$ cat config.mk
export PLATFORM = sky130hd
export DESIGN_NAME = mppt_po_controller_flat
export DESIGN_NICKNAME = d
export VERILOG_FILES = /design/src/rtl/mppt_po_controller_if.sv /design/src/rtl/mppt_po_controller.sv /design/src/flat_wrapper.sv
export SDC_FILE = /design/constraint.sdc
export NUM_CORES = 1
export LEC_CHECK = 0
export CAP_MARGIN = 20
export CORE_ASPECT_RATIO = 1.25
export CORE_MARGIN = 3
export CORE_UTILIZATION = 50
export DETAILED_ROUTE_END_ITERATION = 8
export PLACE_DENSITY = 0.78
export RECOVER_POWER = 100
export SYNTH_ARGS = -nofsm -noshare
export SYNTH_HDL_FRONTEND = slang
export SYNTH_SLANG_ARGS = --single-unit
$ cat constraint.sdc
create_clock -name clk -period 6.55 [get_ports clk]
set_input_delay 0.9825 -clock clk [delete_from_list [all_inputs] [get_ports clk]]
set_output_delay 0.9825 -clock clk [all_outputs]
set_load 0.02 [all_outputs]
$ cat src/rtl/mppt_po_controller_if.sv
// ============================================================================
// Module   : mppt_po_controller_if
// Brief    : Enable, ADC sample handshake and duty/status bundle of the tracker.
// Revision : 1.0 - initial release
// ============================================================================
`default_nettype none

interface mppt_po_controller_if #(
    parameter int DUTY_W = 8
) ();
    logic              en;
    logic              sample_req;
    logic              sample_valid;
    logic [7:0]        v_in;
    logic [7:0]        i_in;
    logic [DUTY_W-1:0] duty;
    logic              duty_update;
    logic              dir;
    logic [15:0]       power;
    logic              busy;

    // master = the tracker itself, slave = converter/ADC side driving it
    modport master (
        input  en, sample_valid, v_in, i_in,
        output sample_req, duty, duty_update, dir, power, busy
    );

    modport slave (
        output en, sample_valid, v_in, i_in,
        input  sample_req, duty, duty_update, dir, power, busy
    );
endinterface

`default_nettype wire

$ cat src/rtl/mppt_po_controller.sv
// ============================================================================
// Module   : mppt_po_controller
// Brief    : Perturb-and-observe MPPT: settle, sample V/I, compare power, step duty.
// Revision : 1.0 - initial release
// ============================================================================
`default_nettype none

module mppt_po_controller #(
    parameter int DUTY_W        = 8,
    parameter int STEP          = 4,
    parameter int DUTY_MIN      = 16,
    parameter int DUTY_MAX      = 240,
    parameter int DUTY_INIT     = 128,
    parameter int SETTLE_CYCLES = 1000
) (
    input  wire logic               clk,
    input  wire logic               rst,
    mppt_po_controller_if.master    bus
);

    localparam int                c_cnt_w      = (SETTLE_CYCLES > 1) ? $clog2(SETTLE_CYCLES) : 1;
    localparam logic [c_cnt_w-1:0] c_settle_ld = c_cnt_w'(SETTLE_CYCLES - 1);
    localparam logic [DUTY_W:0]   c_step       = (DUTY_W+1)'(STEP);
    localparam logic [DUTY_W:0]   c_min        = (DUTY_W+1)'(DUTY_MIN);
    localparam logic [DUTY_W:0]   c_max        = (DUTY_W+1)'(DUTY_MAX);
    localparam logic [DUTY_W:0]   c_dn_floor   = (DUTY_W+1)'(DUTY_MIN + STEP);
    localparam logic [DUTY_W-1:0] c_init       = DUTY_W'(DUTY_INIT);

    typedef enum logic [2:0] {
        S_IDLE    = 3'd0,
        S_SETTLE  = 3'd1,
        S_SAMPLE  = 3'd2,
        S_COMPUTE = 3'd3,
        S_UPDATE  = 3'd4
    } state_t;

    state_t               r_state;
    logic [c_cnt_w-1:0]   r_cnt;
    logic [7:0]           r_v;
    logic [7:0]           r_i;
    logic [15:0]          r_p_prev;
    logic                 r_first;
    logic [DUTY_W-1:0]    r_duty;
    logic                 r_dir;
    logic                 r_upd;
    logic [15:0]          r_power;
    logic                 r_req;
    logic                 r_busy;

    logic [15:0]          w_prod;
    logic [DUTY_W:0]      w_up;
    logic [DUTY_W:0]      w_duty_next;
    logic                 w_at_limit;

    assign w_prod = 16'(r_v) * 16'(r_i);

    // One extra bit so duty+STEP never wraps before the clamp is applied
    always_comb begin
        w_up        = {1'b0, r_duty} + c_step;
        w_duty_next = {1'b0, r_duty};
        w_at_limit  = 1'b0;
        if (r_dir) begin
            w_duty_next = (w_up > c_max) ? c_max : w_up;
            w_at_limit  = (w_duty_next == c_max);
        end else begin
            w_duty_next = ({1'b0, r_duty} >= c_dn_floor) ? ({1'b0, r_duty} - c_step) : c_min;
            w_at_limit  = (w_duty_next == c_min);
        end
    end

    always_ff @(posedge clk or posedge rst) begin
        if (rst) begin
            r_state  <= S_IDLE;
            r_cnt    <= '0;
            r_v      <= '0;
            r_i      <= '0;
            r_p_prev <= '0;
            r_first  <= 1'b1;
            r_duty   <= c_init;
            r_dir    <= 1'b1;
            r_upd    <= 1'b0;
            r_power  <= '0;
            r_req    <= 1'b0;
            r_busy   <= 1'b0;
        end else begin
            r_upd <= 1'b0;
            if (!bus.en && (r_state != S_IDLE)) begin
                // Abort keeps duty/dir; the next run restarts as a first sample
                r_state <= S_IDLE;
                r_req   <= 1'b0;
                r_busy  <= 1'b0;
                r_first <= 1'b1;
            end else begin
                case (r_state)
                    S_IDLE: begin
                        r_first <= 1'b1;
                        if (bus.en) begin
                            r_state <= S_SETTLE;
                            r_cnt   <= c_settle_ld;
                            r_busy  <= 1'b1;
                        end
                    end
                    S_SETTLE: begin
                        if (r_cnt == '0) begin
                            r_state <= S_SAMPLE;
                            r_req   <= 1'b1;
                        end else begin
                            r_cnt <= r_cnt - 1'b1;
                        end
                    end
                    S_SAMPLE: begin
                        if (bus.sample_valid) begin
                            r_v     <= bus.v_in;
                            r_i     <= bus.i_in;
                            r_req   <= 1'b0;
                            r_state <= S_COMPUTE;
                        end
                    end
                    S_COMPUTE: begin
                        r_power  <= w_prod;
                        r_p_prev <= w_prod;
                        r_first  <= 1'b0;
                        if (!r_first && (w_prod < r_p_prev)) begin
                            r_dir <= ~r_dir;
                        end
                        r_state  <= S_UPDATE;
                    end
                    S_UPDATE: begin
                        r_duty  <= w_duty_next[DUTY_W-1:0];
                        r_upd   <= (w_duty_next != {1'b0, r_duty});
                        if (w_at_limit) begin
                            r_dir <= ~r_dir;
                        end
                        r_state <= S_SETTLE;
                        r_cnt   <= c_settle_ld;
                    end
                    default: begin
                        r_state <= S_IDLE;
                        r_busy  <= 1'b0;
                        r_req   <= 1'b0;
                    end
                endcase
            end
        end
    end

    assign bus.sample_req  = r_req;
    assign bus.duty        = r_duty;
    assign bus.duty_update = r_upd;
    assign bus.dir         = r_dir;
    assign bus.power       = r_power;
    assign bus.busy        = r_busy;

endmodule

`default_nettype wire

$ cat src/flat_wrapper.sv
// flat-port wrapper written by rule: the top's interface ports become plain ports
module mppt_po_controller_flat 
#(
    parameter int DUTY_W        = 8,
    parameter int STEP          = 4,
    parameter int DUTY_MIN      = 16,
    parameter int DUTY_MAX      = 240,
    parameter int DUTY_INIT     = 128,
    parameter int SETTLE_CYCLES = 1000
)
  (clk, rst, bus_en, bus_sample_valid, bus_v_in, bus_i_in, bus_sample_req, bus_duty, bus_duty_update, bus_dir, bus_power, bus_busy);
  mppt_po_controller_if #(.DUTY_W(DUTY_W)) bus_i ();
  input  wire logic clk;
  input  wire logic rst;
  input wire logic [$bits(bus_i.en)-1:0] bus_en;
  input wire logic [$bits(bus_i.sample_valid)-1:0] bus_sample_valid;
  input wire logic [$bits(bus_i.v_in)-1:0] bus_v_in;
  input wire logic [$bits(bus_i.i_in)-1:0] bus_i_in;
  output wire logic [$bits(bus_i.sample_req)-1:0] bus_sample_req;
  output wire logic [$bits(bus_i.duty)-1:0] bus_duty;
  output wire logic [$bits(bus_i.duty_update)-1:0] bus_duty_update;
  output wire logic [$bits(bus_i.dir)-1:0] bus_dir;
  output wire logic [$bits(bus_i.power)-1:0] bus_power;
  output wire logic [$bits(bus_i.busy)-1:0] bus_busy;
  assign bus_i.en = bus_en;
  assign bus_i.sample_valid = bus_sample_valid;
  assign bus_i.v_in = bus_v_in;
  assign bus_i.i_in = bus_i_in;
  assign bus_sample_req = bus_i.sample_req;
  assign bus_duty = bus_i.duty;
  assign bus_duty_update = bus_i.duty_update;
  assign bus_dir = bus_i.dir;
  assign bus_power = bus_i.power;
  assign bus_busy = bus_i.busy;
  mppt_po_controller #(.DUTY_W(DUTY_W), .STEP(STEP), .DUTY_MIN(DUTY_MIN), .DUTY_MAX(DUTY_MAX), .DUTY_INIT(DUTY_INIT), .SETTLE_CYCLES(SETTLE_CYCLES)) u_core (.clk(clk), .rst(rst), .bus(bus_i));
endmodule
# After elaboration in Yosys (flattened, before gate mapping)
# Index checks and enable logic that the tools add are counted.
dict set report totals {
  inputBits 20
  out_inout_bits 28
  wordCells 82
  register_bits 58
}
dict set report classes {
  n_lt_le_gt_ge 3
  reduce_logical 20
  mul 1
  n_bitwise 2
  eq_ne 16
  n_addsub 3
  mux 26
}
# cell count
set op_table {}
lappend op_table {{case mux 10 bit (3 select lines)} 1}
lappend op_table {{2-to-1 mux 9 bit} 3}
lappend op_table {{2-to-1 mux 10 bit} 2}
lappend op_table {{less-than comparator 16 bit} 1}
lappend op_table {{multiplier 8 x 8 -> 16 bit} 1}
lappend op_table {{case mux 3 bit (5 select lines)} 1}
lappend op_table {{2-to-1 mux 3 bit} 4}
lappend op_table {{2-to-1 mux 1 bit} 11}
lappend op_table {{logical NOT 10 bit} 1}
lappend op_table {{subtractor 10 x 1 -> 10 bit (second input constant)} 1}
lappend op_table {{adder 8 x 3 -> 9 bit (second input constant)} 1}
lappend op_table {{equality test 9 x 5 -> 1 bit (second input constant)} 1}
lappend op_table {{equality test 9 x 8 -> 1 bit (second input constant)} 1}
lappend op_table {{> comparator 9 x 8 -> 1 bit (second input constant)} 1}
lappend op_table {{inequality test 9 x 8 -> 1 bit} 1}
lappend op_table {{AND reduction 3 bit} 3}
lappend op_table {{nonzero test 3 bit} 3}
lappend op_table {{subtractor 8 x 3 -> 9 bit (second input constant)} 1}
lappend op_table {{>= comparator 8 x 5 -> 1 bit (second input constant)} 1}
lappend op_table {{inequality test 2 x 1 -> 1 bit (second input constant)} 4}
lappend op_table {{AND reduction 4 bit} 2}
lappend op_table {{equality test 3 x 2 -> 1 bit (second input constant)} 2}
lappend op_table {{inequality test 3 x 2 -> 1 bit (second input constant)} 2}
lappend op_table {{case mux 1 bit (2 select lines)} 3}
lappend op_table {{13 further kinds} 19}

# Longest topological paths before layout
# Gate-level depths: netlist (run 1).
dict set report depth {
  depth_word 7
  depth_mapped 22
  depth_no_buf 22
}

# Least setup slack after synthesis (run 1)
# No wires, ideal clock.
dict set report synth_path {
  kind {reg-to-reg}
  start {reg u_core.r_v[0]}
  end {reg u_core.r_dir, in the netlist u_core.bus.dir}
  path_slack_ns 1.485
  t_arrival_ns 4.985
  required_time_ns 6.470
  stages_incl_launch_ff 21
  synth_period_minus_slack_ns 5.065
  setup_time_ns 0.080
  path_buffers 0
  path_cell_list {dfrtp_1 nand2_1 fa_1 fa_1 inv_1 fa_1 inv_1 fa_1 inv_1 ha_1 o21ai_0 o21a_1 o31ai_1 a21oi_1 xnor2_1 ha_1 nand3_1 nor2_1 o2111ai_1 o32a_1 a32o_1}
}
dict set report synth_via {
  elab_chain_len 5
}
# element line_no
set synth_lines {}
lappend synth_lines {{from (decl)} mppt_po_controller.sv:39} ;# logic [7:0] r_v;
lappend synth_lines {{from (signal assigned)} mppt_po_controller.sv:113} ;# r_v <= bus.v_in;
lappend synth_lines {{multiplier 8 x 8 -> 16 bit} mppt_po_controller.sv:55} ;# assign w_prod = 16'(r_v) * 16'(r_i);
lappend synth_lines {{via u_core.w_prod[13]} mppt_po_controller.sv:50} ;# logic [15:0] w_prod;
lappend synth_lines {{less-than comparator 16 bit} mppt_po_controller.sv:123} ;# if (!r_first && (w_prod < r_p_prev)) begin
lappend synth_lines {{logical AND 1 bit} mppt_po_controller.sv:123}
lappend synth_lines {{inequality test 2 x 1 -> 1 bit (no source line)} --}
lappend synth_lines {{AND reduction 4 bit (no source line)} --}
lappend synth_lines {{to (signal assigned)} mppt_po_controller.sv:124} ;# r_dir <= ~r_dir;
lappend synth_lines {{to (signal assigned)} mppt_po_controller.sv:132} ;# r_dir <= ~r_dir;
lappend synth_lines {{to (decl)} mppt_po_controller.sv:44} ;# logic r_dir;
# The timed path passes the listed nets, and every way through them passes these cells.
# A chain may end at the register's enable or synchronous reset.

# Final worst setup path (run 1)
dict set report layout_path {
  start {reg u_core.r_v[1]}
  end {reg u_core.r_dir, in the netlist u_core.bus.dir}
}
# The elaborated chain is that of the path after synthesis.

==> summary.md, run 1 <==
| Metric | Value |
|---|---|
| Vias per cell | `5.61` |
| Vias in the first global route | `4237` |
| Asr flop ratio synth | `100%` |
| Post-synthesis cell type count | `53` |
| Worst-Skew Late Latency | `0.34 ns` |
| Placement Setup Slack | `1.12 ns` |
| Post-route minimum period | `5.62 ns` |
| Proportion of layout cells with a drive suffix above 1 | `5.97%` |
| Status | `finished with violations` |
| FMAX | `0.178 GHz` |
| Wirelength, routed | `11400 um` |
| Placeable Area | `10100 um^2` |
| Adder-Cell Fraction of Synth Area | `27.1%` |
| Dpl hpwl | `8690 um` |
| TritonCTS clock tree | `done` |
| Synth top area share | `26.5%` |
| Failing checks | `capacitance limit, slew limit` |
| Critical path fanouts, max | `9` |
| CP Capture Type | `register` |
| Synthesis-to-layout area growth | `17.5%` |
| Crit Path Category | `register to register` |
| Resized Gates After CTS | `0` |
| Syn Area/Cell | `9.42 um^2` |
| Worst hold margin | `0.499 ns` |
| Clock-pin slew on the worst setup and hold paths | `0.05 ns` |
| Post-Syn Instances | `552` |
| Commonest non-fill, non-tap cell in the layout | `inv_1` |
| Setup TNS | `0 ns` |
| Startpoint Class | `register` |
| Global-route wire length before repair | `20000 um` |
| Die ar. | `11700 um^2` |
| Slew headroom | `-105%` |
| H-tree depth | `3` |
| Post-CTS Hold Fix Bufs | `0` |
| Worst Setup Slack, final | `0.935 ns` |
| Worst-Margin Slew | `3.08 ns` |
| Synth Area in Compound Gates | `13.1%` |
| Routed WL per cell | `15.6 um` |
| Clock Tree Buf Depth | `2` |
| Tcrit/Tclk final | `85.7%` |
| Largest family of logic cells by synthesized area | `adder cells` |
| Final setup viols | `0` |
| Total CTS buffers | `9` |
| Initial DRC Count | `154` |
| Initial cell density of the core | `51.5%` |
| Pin count of the biggest net entering global routing | `59` |
| Most frequent cells in the layout | `inv_1 (74), ha_1 (55), dfrtp_1 (55)` |
| Synth Flop Type | `dfrtp_1` |
| Worst Path Arrival | `5.88 ns` |
| Slew Limit Fails | `59` |
| Register area share after synthesis | `28.0%` |
| Post-synthesis xor/xnor area fraction | `2.86%` |
| Overall Global Routing Usage | `21.1%` |
| Nets@finish | `710` |
| Synth area leaders | `dfrtp_1 (26%), fa_1 (14%), ha_1 (13%)` |
| Gr ovfl total | `0` |
| # IOs | `48` |
| Site Rows | `41` |
| Synth Register Bits | `58` |
| Unrepaired setup endpoints after global routing | `no` |
| Syn_nets | `663` |
| Max-cap violations | `1` |
| PortBufs | `47` |
| EDFF count, synth | `0` |
| Synth Area in Simple Gates | `16.8%` |
| Via count | `4108` |
| Synth warn | `0` |
| Antenna violations before repair | `0` |
| Final Hold Viols | `0` |
| Mux contribution to synthesized area | `5.61%` |
| # diodes | `0` |
| Antenna viol nets, final | `0` |
| Die H | `120 um` |
| Setup bufs post-CTS | `0` |
| Clk root buf | `clkbuf_16` |
| CTS sink count | `58` |
| Yosys top cell by area | `dfrtp_1` |
| Die width | `97.2 um` |
| Netlist Area Pre-Place | `5200 um^2` |
| CP required | `6.81 ns` |
| Hold crit path type | `register to register` |
| Layout Skew | `0.00668 ns` |
| DR pass1 iterations | `4` |
| DRC | `0` |
| RD Place Congestion | `0.890` |
## kinds of logic after synthesis
| kind of cell | Yosys count |
|---|---|
| AOI/OAI and AO/OA | 104 |
| xor gates and xnor gates | 17 |
| adders and majority gates | 91 |
| buffers and inverters | 89 |
| DFF | 58 |
| muxes | 26 |
| and+or+nand+nor | 167 |
## sequential cells by signal, indices dropped and copies added, names as in the netlist
name	count
u_core.r_p_prev	16
u_core.r_cnt	10
u_core.bus.duty	8
u_core.r_i	8
u_core.r_v	8
u_core.r_state	3
u_core.bus.busy	1
u_core.bus.dir	1
u_core.bus.duty_update	1
u_core.bus.sample_req	1
u_core.r_first	1
## synth_stat cells (all sizes together) (11+ instances only)
cell,count
nand2,43
inv,77
a21oi,22
and2,55
nand3,12
ha,55
clkbuf,11
dfrtp,55
o21ai,22
mux2,25
nor2,26
fa,36
## area by class of cell
| cell class | instances | area, um^2 |
|---|---|---|
| Inverter | 77 | 289 |
| Timing Repair Buffer | 48 | 474 |
| Clock buffer | 11 | 253 |
| Clock inverter | 4 | 75.1 |
| Fill cell | 850 | 4000 |
| Tap cell | 129 | 161 |
| Sequential cell | 58 | 1460 |
| Multi-Input combinational cell | 405 | 3400 |
## worst paths after layout
| path | from | end | slack (ns) | cells after the start |
|---|---|---|---|---|
| worst max-delay path | u_core.r_v[1]$_DFFE_PP0P_ | u_core.bus.dir$_DFFE_PP1P_ | 0.93 | 19 |
| worst min-delay path | u_core.r_cnt[0]$_DFFE_PP0P_ | u_core.r_cnt[0]$_DFFE_PP0P_ | 0.50 | 1 |
| worst max register to register | u_core.r_v[1]$_DFFE_PP0P_ | u_core.bus.dir$_DFFE_PP1P_ | 0.93 | 19 |
| worst min register to register | u_core.r_cnt[0]$_DFFE_PP0P_ | u_core.r_cnt[0]$_DFFE_PP0P_ | 0.50 | 1 |
| max in group asynchronous | rst | u_core.r_p_prev[11]$_DFFE_PP0P_ | 2.55 | 3 |
| min in group asynchronous | rst | u_core.r_p_prev[1]$_DFFE_PP0P_ | 2.27 | 3 |
## metal layers
metal	vias to the layer above	part of all wire, %	track usage (%)	wire length, um
li1	1973	-	-	-
met1	1983	43	26.5	4860
met2	116	50	36.4	5750
met3	36	3.6	2.79	413
met4	0	3.4	9.35	386
met5	-	0	0	0
## metrics by stage
stage | area (um^2) | utilization (%) | cells
3_5_place_dp | 5790 | 57.3 | 717
3_3_place_gp | 5790 | 57.3 | 717
4_1_cts | 6110 | 60.5 | 732
5_1_grt | 6110 | 60.5 | 732
2_1_floorplan | 5200 | - | 552
6_report | 6110 | 60.5 | 732
## critical path, stage by stage, from the launching register on
cell	delay (ns)
dfrtp_1	0.47
and2_0	0.22
fa_1	0.52
fa_1	0.53
fa_1	0.56
inv_1	0.06
fa_1	0.53
inv_1	0.04
ha_1	0.34
o21a_1	0.14
o21ai_0	0.13
o311ai_0	0.44
nand2_1	0.12
xnor2_1	0.17
ha_1	0.31
nand3_1	0.11
nor2_1	0.12
o2111ai_1	0.12
o32a_1	0.37
a32o_1	0.25
Power of run 1 is not shown: default switching activity piles up to over one toggle a cycle in this logic, so the estimate is an artifact.
==> inputs of run 2 (changes only) <==
CELL_PAD_IN_SITES_DETAIL_PLACEMENT = 1   (was not set)
CELL_PAD_IN_SITES_GLOBAL_PLACEMENT = 2   (was not set)
CORE_UTILIZATION = 37   (was 50)
CTS_CLUSTER_SIZE = 30   (was not set)
PLACE_DENSITY = 0.88   (was 0.78)
==> summary.md, run 2 (same netlist as run 1, synthesis figures left out) <==
| Metric | Value |
|---|---|
| Worst-Skew Late Latency | `0.34 ns` |
| Top Usage Layer GRT | `met2` |
| Hold depth | `1` |
| Gr ovfl total | `0` |
| Crit path depth | `20` |
| Nets@finish | `710` |
| Resized Gates After CTS | `0` |
| Proportion of layout cells with a drive suffix above 1 | `6.29%` |
| CP required | `6.82 ns` |
| Clock Tree Buf Depth | `2` |
| Critical path fanouts, max | `9` |
| Unrepaired setup endpoints after global routing | `no` |
| Placed Area | `5840 um^2` |
| CP delay by family, top | `adder cells` |
| TritonCTS clock tree | `done` |
| Largest register FFs | `16` |
| Slew headroom | `-123%` |
| Overall Global Routing Usage | `18.7%` |
| Dpl hpwl | `10200 um` |
| Post-CTS Hold Fix Bufs | `0` |
| Post-route minimum period | `5.67 ns` |
| Initial cell density of the core | `38.4%` |
| Met2 Use GR | `33.2%` |
| Most frequent cells in the layout | `inv_1 (74), ha_1 (55), dfrtp_1 (55)` |
| Clk root buf | `clkbuf_16` |
| Placeable Area | `13500 um^2` |
| Final Hold Viols | `0` |
| Antenna violations before repair | `0` |
| PortBufs | `47` |
| Crit Path Category | `register to register` |
| DRC | `0` |
| Worst-Margin Slew | `3.34 ns` |
| Layout Skew | `0.00560 ns` |
| Final core utilization | `45.6%` |
| CP Capture Type | `register` |
| CTS sink count | `58` |
| Slowest cell delay on critical path | `0.56 ns` |
| Worst Setup Slack, final | `0.884 ns` |
| Worst Path Arrival | `5.93 ns` |
| Clock-pin slew on the worst setup and hold paths | `0.06 ns` |
| Most flop-heavy register | `u_core.r_p_prev` |
| Wirelength, routed | `13400 um` |
| CP bufs+invs | `3` |
| # IOs | `48` |
| Max-cap violations | `1` |
| Die ar. | `15500 um^2` |
| Placement Setup Slack | `1.01 ns` |
| Pin count of the biggest net entering global routing | `59` |
| Setup bufs post-CTS | `0` |
| CP most frequent cell | `fa_1` |
| FF-to-FF path depth | `20` |
| GRT met3 Usage | `3.10%` |
| Biggest regs | `u_core.r_p_prev: 16 flops, u_core.r_cnt: 10 flops` |
| Final setup viols | `0` |
| Synthesis-to-layout area growth | `18.6%` |
| Die width | `112 um` |
| Total CTS buffers | `9` |
| Post-Layout Inst Area | `6160 um^2` |
| Vias per cell | `5.29` |
| Setup TNS | `0 ns` |
| Met1 GRT Util | `21.9%` |
| Status | `finished with violations` |
| Die H | `139 um` |
| Hold crit path type | `register to register` |
| Via count | `4100` |
| Site Rows | `47` |
| CP max-delay cell | `fa_1` |
| Initial DRC Count | `138` |
| Global-route wire length before repair | `23400 um` |
| Slew Limit Fails | `59` |
| Crit-path cells | `nand2_1 > fa_1 > fa_1 > inv_1 > fa_1 > inv_1 > fa_1 > inv_1 > ha_1 > o21a_1 > o21ai_0 > o311ai_0 > nand2_1 > xnor2_1 > ha_1 > nand3_1 > nor2_1 > o2111ai_1 > o32a_1 > a32o_1` |
| Antenna viol nets, final | `0` |
| Startpoint Class | `register` |
| Vias in the first global route | `4652` |
| # diodes | `0` |
| Tcrit/Tclk final | `86.5%` |
| RD Place Congestion | `0.832` |
| DR pass1 iterations | `4` |
| H-tree depth | `3` |
| FMAX | `0.176 GHz` |
| Commonest non-fill, non-tap cell in the layout | `inv_1` |
| Routed WL per cell | `17.2 um` |
| Failing checks | `capacitance limit, slew limit` |
## run 2: cell types whose count changed in the layout (fill, tap and decap cells not counted), sizes merged
cell / previous run / this run
clkinv: 1 / 4
clkbuf: 12 / 11
clkinvlp: 2 / 1
## run 2: worst reg2reg max path, stage by stage, from the launching register on
cell       delay (ns)
dfrtp_1          0.49
nand2_1          0.12
fa_1             0.53
fa_1             0.56
inv_1            0.06
fa_1             0.53
inv_1            0.06
fa_1             0.53
inv_1            0.04
ha_1             0.34
o21a_1           0.19
o21ai_0          0.40
o311ai_0         0.23
nand2_1          0.12
xnor2_1          0.10
ha_1             0.32
nand3_1          0.11
nor2_1           0.13
o2111ai_1        0.13
o32a_1           0.37
a32o_1           0.25
## run 2: cell type report
| class | instances | area, um^2 |
|---|---|---|
| fill | 1569 | 7360 |
| clock inverter | 6 | 90.1 |
| inverter | 77 | 289 |
| timing repair buffer | 48 | 474 |
| tap | 171 | 214 |
| clock buffer | 10 | 239 |
| multi-input combinational | 405 | 3400 |
| sequential | 58 | 1460 |
## run 2: final timing paths
check	start	endpoint	slack, ns
max in group asynchronous	rst	u_core.bus.duty[5]$_DFFE_PP0P_	2.30
min in group asynchronous	rst	u_core.r_p_prev[3]$_DFFE_PP0P_	2.37
setup / recovery	u_core.r_v[0]$_DFFE_PP0P_	u_core.bus.dir$_DFFE_PP1P_	0.88
setup reg to reg	u_core.r_v[0]$_DFFE_PP0P_	u_core.bus.dir$_DFFE_PP1P_	0.88
hold / removal	u_core.r_cnt[0]$_DFFE_PP0P_	u_core.r_cnt[0]$_DFFE_PP0P_	0.50
hold reg to reg	u_core.r_cnt[0]$_DFFE_PP0P_	u_core.r_cnt[0]$_DFFE_PP0P_	0.50
## run 2: through the flow
stage               cells  hold slack [ns]
floorplan             552            0.462
global placement      759            0.476
detailed placement    759            0.494
CTS                   775            0.503
global route          775            0.531
finish                775            0.499
## run 2: metal layers
| layer | vias up | wire length, um | part of all wire, % |
|---|---|---|---|
| met1 | 2052 | 5600 | 42 |
| li1 | 1969 | - | - |
| met4 | 0 | 388 | 2.9 |
| met2 | 57 | 7030 | 53 |
| met3 | 22 | 349 | 2.6 |
| met5 | - | 0 | 0 |
Power of run 2 is left out for the same reason.
==> inputs of run 3 (changes only) <==
ABC_CLOCK_PERIOD_IN_PS = 6550   (was not set)
CORE_ASPECT_RATIO = not set   (was 1.25)
==> summary.md, run 3 (same netlist as run 1, synthesis figures left out) <==
| Metric | Value |
|---|---|
| Biggest regs | `u_core.r_p_prev: 16 flops, u_core.r_cnt: 10 flops` |
| Wirelength, routed | `12800 um` |
| Nets@finish | `710` |
| Post-route minimum period | `5.63 ns` |
| Synthesis-to-layout area growth | `17.6%` |
| Vias per cell | `5.22` |
| Critical path launch point | `u_core.r_v[4]$_DFFE_PP0P_` |
| Failing checks | `capacitance limit, slew limit` |
| Site Rows | `42` |
| Initial DRC Count | `223` |
| Dpl hpwl | `10000 um` |
| Commonest non-fill, non-tap cell in the layout | `inv_1` |
| Slew Limit Fails | `59` |
| Register-to-register setup slack | `0.92 ns` |
| Worst Setup EP | `u_core.bus.dir$_DFFE_PP1P_` |
| Max-cap violations | `1` |
| Gr ovfl total | `0` |
| Placed instance count | `764` |
| Vias in the first global route | `4481` |
| Initial cell density of the core | `38.5%` |
| Total CTS buffers | `9` |
| Routed WL per cell | `16.4 um` |
| Unrepaired setup endpoints after global routing | `no` |
| Critical path fanouts, max | `9` |
| FF-to-FF path depth | `19` |
| Worst-Skew Late Latency | `0.34 ns` |
| DRC | `0` |
| RD Place Congestion | `0.823` |
| Final setup viols | `0` |
| Clock Tree Buf Depth | `2` |
| Via count | `4071` |
| DR pass1 iterations | `4` |
| # IOs | `48` |
| Layout Skew | `0.00717 ns` |
| PortBufs | `47` |
| Die width | `125 um` |
| Most flop-heavy register | `u_core.r_p_prev` |
| Setup bufs post-CTS | `0` |
| CP required | `6.82 ns` |
| Largest register FFs | `16` |
| Pin count of the biggest net entering global routing | `59` |
| Status | `finished with violations` |
| Most frequent cells in the layout | `inv_1 (74), ha_1 (55), dfrtp_1 (55)` |
| Die H | `125 um` |
| Worst-Margin Slew | `3.24 ns` |
| Worst Path Arrival | `5.90 ns` |
| Antenna violations before repair | `0` |
| Clk root buf | `clkbuf_16` |
| Antenna viol nets, final | `0` |
| Clock-pin slew on the worst setup and hold paths | `0.05 ns` |
| Placeable Area | `13500 um^2` |
| Overall Global Routing Usage | `17.4%` |
| CP Capture Type | `register` |
| FMAX | `0.178 GHz` |
| Proportion of layout cells with a drive suffix above 1 | `5.30%` |
| TritonCTS clock tree | `done` |
| RR Startpoint | `u_core.r_v[4]$_DFFE_PP0P_` |
| # diodes | `0` |
| Startpoint Class | `register` |
| Global-route wire length before repair | `22200 um` |
| Finished Layout Cells | `780` |
| Slew headroom | `-116%` |
| Reg2reg end | `u_core.bus.dir$_DFFE_PP1P_` |
| Post-CTS Hold Fix Bufs | `0` |
| Resized Gates After CTS | `0` |
| Hold crit path type | `register to register` |
| Crit Path Category | `register to register` |
| CTS sink count | `58` |
| Die ar. | `15500 um^2` |
| Final Hold Viols | `0` |
| Tcrit/Tclk final | `86.0%` |
| H-tree depth | `3` |
| Setup TNS | `0 ns` |
[run 3: area by class of cell]
| cell class | instances | area, um^2 |
|---|---|---|
| Sequential cell | 58 | 1460 |
| Timing Repair Buffer | 48 | 474 |
| Multi-Input combinational cell | 405 | 3400 |
| Tap cell | 176 | 220 |
| Inverter | 77 | 289 |
| Fill cell | 1564 | 7390 |
| Clock buffer | 16 | 272 |
[run 3: worst min-delay path by stage]
stage,to,slack (ns),start,cells after the start
6_report,u_core.r_cnt[0]$_DFFE_PP0P_,0.50,u_core.r_cnt[0]$_DFFE_PP0P_,1
5_1_grt,u_core.r_cnt[0]$_DFFE_PP0P_,0.52,u_core.r_cnt[0]$_DFFE_PP0P_,1
4_1_cts,u_core.r_cnt[0]$_DFFE_PP0P_,0.50,u_core.r_cnt[0]$_DFFE_PP0P_,1
3_5_place_dp,u_core.r_cnt[0]$_DFFE_PP0P_,0.49,u_core.r_cnt[0]$_DFFE_PP0P_,1
3_3_place_gp,u_core.r_cnt[0]$_DFFE_PP0P_,0.48,u_core.r_cnt[0]$_DFFE_PP0P_,1
2_1_floorplan,u_core.r_cnt[0]$_DFFE_PP0P_,0.46,u_core.r_cnt[0]$_DFFE_PP0P_,1
[run 3: stage by stage]
stage	hold slack, ns	utilization [%]	area, um^2	setup WS (ns)
after detailed placement	0.492	43.3	5850	1.03
after global routing	0.517	45.3	6110	0.507
after global placement	0.475	43.3	5850	1.22
after CTS	0.498	45.3	6120	1.03
after floorplan	0.462	-	5200	1.49
final	0.498	45.3	6110	0.919
[run 3: metal layers]
layer / routed length (um) / GRT usage [%] / vias up
met1: 5830 / 22.7 / 2053
met5: 0 / 0 / -
met2: 6500 / 29.8 / 41
met3: 289 / 2.57 / 15
li1: - / - / 1962
met4: 174 / 5.42 / 0
[run 3: worst max-delay path, stage by stage, from the launching register on]
cell and delay, ns:
dfrtp_1 0.48, and2_0 0.24, fa_1 0.58, fa_1 0.46
fa_1 0.55, inv_1 0.06, fa_1 0.53, inv_1 0.04
ha_1 0.34, o21a_1 0.13, o21ai_0 0.15, o311ai_0 0.40
nand2_1 0.13, xnor2_1 0.17, ha_1 0.31, nand3_1 0.11
nor2_1 0.14, o2111ai_1 0.12, o32a_1 0.37, a32o_1 0.25
Power of run 3 is left out for the same reason.
